==> src/rtl/hack_pkg.sv <==
// hack_pkg: shared Hack platform types and constants.
//   WORD_WIDTH : Hack data word width (16 bits)
//   word_t     : one Hack data word
//   addr8_t    : 3-bit word select within a RAM8, reused by ram64/ram512 address slicing
package hack_pkg;

    localparam int unsigned WORD_WIDTH = 16;

    typedef logic [WORD_WIDTH-1:0] word_t;
    typedef logic [2:0]            addr8_t;

endpackage

==> src/rtl/ram8_word_reg.sv <==
// word_reg: WIDTH-bit storage register used for each RAM8 word.
// Also holds the two routing blocks of the RAM8 tier:
//   dmux8way : 1-to-8 demux of the load strobe (one or zero outputs active)
//   mux8way  : generic WIDTH-bit 8:1 read mux
// word_reg ports:
//   clk   in  1      rising-edge clock
//   reset in  1      synchronous, active-high; clears the word
//   load  in  1      write enable
//   in    in  WIDTH  write data
//   out   out WIDTH  stored word
module word_reg
    import hack_pkg::*;
#(
    parameter int unsigned WIDTH = WORD_WIDTH
) (
    input  logic             clk,
    input  logic             reset,
    input  logic             load,
    input  logic [WIDTH-1:0] in,
    output logic [WIDTH-1:0] out
);

    // Reset wins over load: a write on a reset edge is dropped.
    always_ff @(posedge clk) begin
        if (reset) begin
            out <= '0;
        end else if (load) begin
            out <= in;
        end
    end

endmodule

// dmux8way ports:
//   in  in  1  strobe to route
//   sel in  3  destination select
//   out out 8  one-hot copy of in at position sel (all zero when in=0)
module dmux8way
    import hack_pkg::*;
(
    input  logic       in,
    input  addr8_t     sel,
    output logic [7:0] out
);

    always_comb begin
        out      = '0;
        out[sel] = in;
    end

endmodule

// mux8way ports:
//   data in  8 x WIDTH  candidate words
//   sel  in  3          word select
//   out  out WIDTH      data[sel]
module mux8way
    import hack_pkg::*;
#(
    parameter int unsigned WIDTH = WORD_WIDTH
) (
    input  logic [WIDTH-1:0] data [8],
    input  addr8_t           sel,
    output logic [WIDTH-1:0] out
);

    always_comb begin
        out = data[sel];
    end

endmodule

==> src/rtl/ram8.sv <==
// ram8: 8-word x WIDTH-bit register-file memory (Hack RAM8 tier).
// Write: on posedge clk with reset=0 and load=1, word[address] <= in.
// Read : out = word[address], combinational, no clock latency.
// Ports:
//   clk     in  1      single clock, rising edge
//   reset   in  1      synchronous, active-high; clears all 8 words, overrides load
//   in      in  WIDTH  write data
//   load    in  1      write enable for word[address]
//   address in  3      word select for both read and write
//   out     out WIDTH  read data
// Build option RAM8_WRITE_FWD_EN: when defined, a word being written
// (load=1, reset=0) shows the incoming value on out in the same cycle.
// Stored state is the same in both builds.
module ram8
    import hack_pkg::*;
#(
    parameter int unsigned WIDTH = WORD_WIDTH
) (
    input  logic             clk,
    input  logic             reset,
    input  logic [WIDTH-1:0] in,
    input  logic             load,
    input  logic [2:0]       address,
    output logic [WIDTH-1:0] out
);

    addr8_t           sel;
    logic [7:0]       load_strobe;
    logic [WIDTH-1:0] words [8];
    logic [WIDTH-1:0] read_word;

    assign sel = address;

    dmux8way u_load_decode (
        .in  (load),
        .sel (sel),
        .out (load_strobe)
    );

    for (genvar i = 0; i < 8; i++) begin : g_word
        word_reg #(.WIDTH(WIDTH)) u_word (
            .clk   (clk),
            .reset (reset),
            .load  (load_strobe[i]),
            .in    (in),
            .out   (words[i])
        );
    end

    mux8way #(.WIDTH(WIDTH)) u_read_mux (
        .data (words),
        .sel  (sel),
        .out  (read_word)
    );

`ifdef RAM8_WRITE_FWD_EN
    // Forwarding only bypasses the addressed word, and never on a reset
    // edge since that write is discarded.
    always_comb begin
        out = (load && !reset) ? in : read_word;
    end
`else
    always_comb begin
        out = read_word;
    end
`endif

endmodule

==> config.mk <==
export PLATFORM = sky130hd
export DESIGN_NAME = ram8
export DESIGN_NICKNAME = d
export VERILOG_FILES = /design/src/rtl/hack_pkg.sv /design/src/rtl/ram8_word_reg.sv /design/src/rtl/ram8.sv
export SDC_FILE = /design/constraint.sdc
export NUM_CORES = 1
export LEC_CHECK = 0
export ABC_AREA = 1
export CAP_MARGIN = 25
export CORE_ASPECT_RATIO = 1.75
export CORE_MARGIN = 10
export CORE_UTILIZATION = 60
export CTS_CLUSTER_SIZE = 16
export DETAILED_ROUTE_END_ITERATION = 16
export GPL_TIMING_DRIVEN = 0
export PLACE_DENSITY = 0.88
export SETUP_SLACK_MARGIN = 0.02
export SYNTH_ARGS = -nofsm -noshare
export SYNTH_HDL_FRONTEND = slang
export SYNTH_SLANG_ARGS = --single-unit
==> constraint.sdc <==
create_clock -name clk -period 1.74 [get_ports clk]
set_input_delay 0.261 -clock clk [delete_from_list [all_inputs] [get_ports clk]]
set_output_delay 0.261 -clock clk [all_outputs]
set_load 0.01 [all_outputs]
==> flow_summary.yaml <==
layout:
  num_antenna_cells: 0
  largest_reg_flops: 128
  regArea_sq_um: 2560
  fin_util_pct: 73.3
  top_regs: "g_word.u_word.out x128"
  area_growth_pct: 21.0
  top_register: "g_word.u_word.out"
  multi_input_area_sq_um: 2830
  layout.nets: 1043
  drive_above_1_share_pct: 9.96
  nFillCells: 748
grt:
  antenna_found_initial: 0
  grt_first_pass_wirelength_mm: 29.9
  grt_pass1_vias: 6074
  grt_max_degree: 17
  grt.total_usage_pct: 27.0
  grt_remaining_overflow: 0
clock_tree:
  cts_num_sinks: 128
  root_buffer: "clkbuf_16"
  clk_latency_ns: 0.42
  cts_hold_buffers: 0
  max-clock-path-buffers: 2
  cts_tree: "yes"
  cts_max_level: 4
  clk_pin_slew_ns: 0.06
  cts_made_buffers: 17
pwr:
  power_density_nw_per_um2: 1010
  leakagePower_nw: 3.26
  ir_drop_v: 0.000837
logic_synthesis:
  ys_seq_elements: 128
  yosysWarnings: 0
  yosysSeqAreaShare_pct: 43.2
  synth.avg_cell_area_sq_um: 6.21
  synthesis.nets: 978
  synthesis.area_sq_um: 5940
  syn-instance-count: 956
  synthDistinctLibCells: 16
critical_path:
  timing.rr.start: "g_word[7].u_word.out[0]$_SDFFE_PP0P_"
  end_kind: "output pin"
  required_ns: 1.48
  arrival_ns: 1.41
  crit_fanout: 2
  regToRegSetupSlack_ns: 0.98
  r2r_cells: 2
  critPathKind: "flop to output pin"
  r2r-end: "g_word[7].u_word.out[0]$_SDFFE_PP0P_"
  startpoint_type: "flop"
sta:
  clock_skew_ns: 0
  tightest_slew_ns: 0.607
  min_period_over_period_pct: 96.1
  fin_tns_setup_ns: 0
  max_freq_mhz: 598
  layout_min_cycle_time_ns: 1.67
  hold_viol: 0
  finalSetupViolCount: 0
  rsz0062_at_grt: "true"
  drv_slew: 0
  maxSlewHeadroom_pct: 59.5
route:
  ant_nets: 0
  drt_pass1_iterations: 6
  vias: 6247
  wl_mm: 19.0
  via_per_inst: 5.39
  drt_iter0_drc: 620
  drc_errors: 0
  detail_route.wl_per_cell_um: 16.4
floorplanning:
  ios: 38
  die_area_sq_um: 14400
  dieWidth_um: 95.2
  core_area_sq_um: 9790
  initial_core_util_pct: 60.6
  num_rows: 48
  die_y_um: 152
place:
  gp_congestion: 0.920
  place_hpwl_mm: 12.4
  port_buffers: 36
hold_path:
  min_from: "address[2]"
  holdPathEnd: "g_word[1].u_word.out[4]$_SDFFE_PP0P_"
  hold_path_class: "input pin to flop"
  worstHoldPathCells: 4
status:
  status: "finished clean"
flow_run:
  max_cap_viol_count: 0
==> critical path, stage by stage (launching register included) <==
cell and delay (ns):
dfxtp_1 0.35, nand2_1 0.06, nand2_1 0.09, nand2_1 0.06
nand2_1 0.08, nand2_1 0.10, nand2_1 0.10, buf_2 0.14
==> kinds of logic after synthesis <==
group,after synthesis,synth area share [%]
AOI/OAI and AO/OA,128,10.8
and+or+nand+nor,561,36.8
DFF,128,43.2
buffers and inverters,139,9.21
==> cell usage after synthesis (all sizes together) <==
master	number	area, sq um
a21oi	16	80.1
buf	15	81.3
clkbuf	35	131
dfxtp	128	2560
inv	89	334
nand2	286	1080
nand3	46	230
nor2	229	877
o21ai	112	561
==> final cells by class <==
| type | count | area share, % |
|---|---|---|
| Tap cell | 125 | 2.18 |
| Multi-Input combinational cell | 689 | 39.4 |
| Timing Repair Buffer | 46 | 5.39 |
| Inverter | 89 | 4.83 |
| Clock buffer | 21 | 6.41 |
| Buffer | 50 | 4.78 |
| Sequential cell | 128 | 35.7 |
| Clock inverter | 11 | 1.25 |
==> per-layer routing <==
layer / GRT usage, % / part of all wire [%]
met4: 18.3 / 6.1
met3: 6.81 / 7.5
met5: 0 / 0
met1: 26.2 / 34
met2: 48.4 / 53
==> report_power, final <==
part	total [mW]	switching [mW]	internal, mW
sequential	3.08	0.0500	3.03
clock	3.33	1.32	2.02
combinational	0.806	0.523	0.283
==> worst max-delay path by stage <==
stage	slack (ns)	to	from	depth (start not counted)
after global routing	0.02	out[10]	g_word[2].u_word.out[10]$_SDFFE_PP0P_	7
after CTS	0.03	out[13]	g_word[6].u_word.out[13]$_SDFFE_PP0P_	7
after global placement	-1.18	out[2]	address[0]	9
after floorplan	0.38	out[0]	address[0]	7
final	0.07	out[13]	g_word[6].u_word.out[13]$_SDFFE_PP0P_	7
after detailed placement	-1.22	out[4]	address[0]	9
==> timing repair <==
item | 4_1_cts | 5_1_grt
cloned | 2 | 0
gates resized for setup | 103 | 23
hold endpoints to repair | 0 | 0
setup buffers | 8 | 0
pin swaps | 1 | 0
endpoints found under the setup margin | 66 | 29
==> cells in the final DEF (no fill, tap or decap), drive strengths merged <==
cell	netlist	routed
nand2	286	286
nand3	46	46
clkdlybuf4s15	0	3
a21oi	16	16
nor2	229	229
clkinvlp	0	4
bufinv	0	1
dfxtp	128	128
o21ai	112	112
inv	89	89
clkdlybuf4s50	0	17
clkbuf	35	58
clkinv	0	6
buf	15	37
dlygate4sd2	0	2
==> through the flow <==
step	setup slack (ns)	power [mW]	cells	cell area, sq um	hold WS (ns)
after floorplan	0.378	3.56	956	5940	0.396
after global placement	-1.18	3.85	1117	6450	0.449
after detailed placement	-1.22	3.87	1117	6450	0.454
after CTS	0.0276	7.17	1159	7200	0.251
after global routing	0.0150	7.44	1159	7180	0.231
final	0.0678	7.22	1159	7180	0.238
Note: power is estimated with default switching activity, not from simulation.
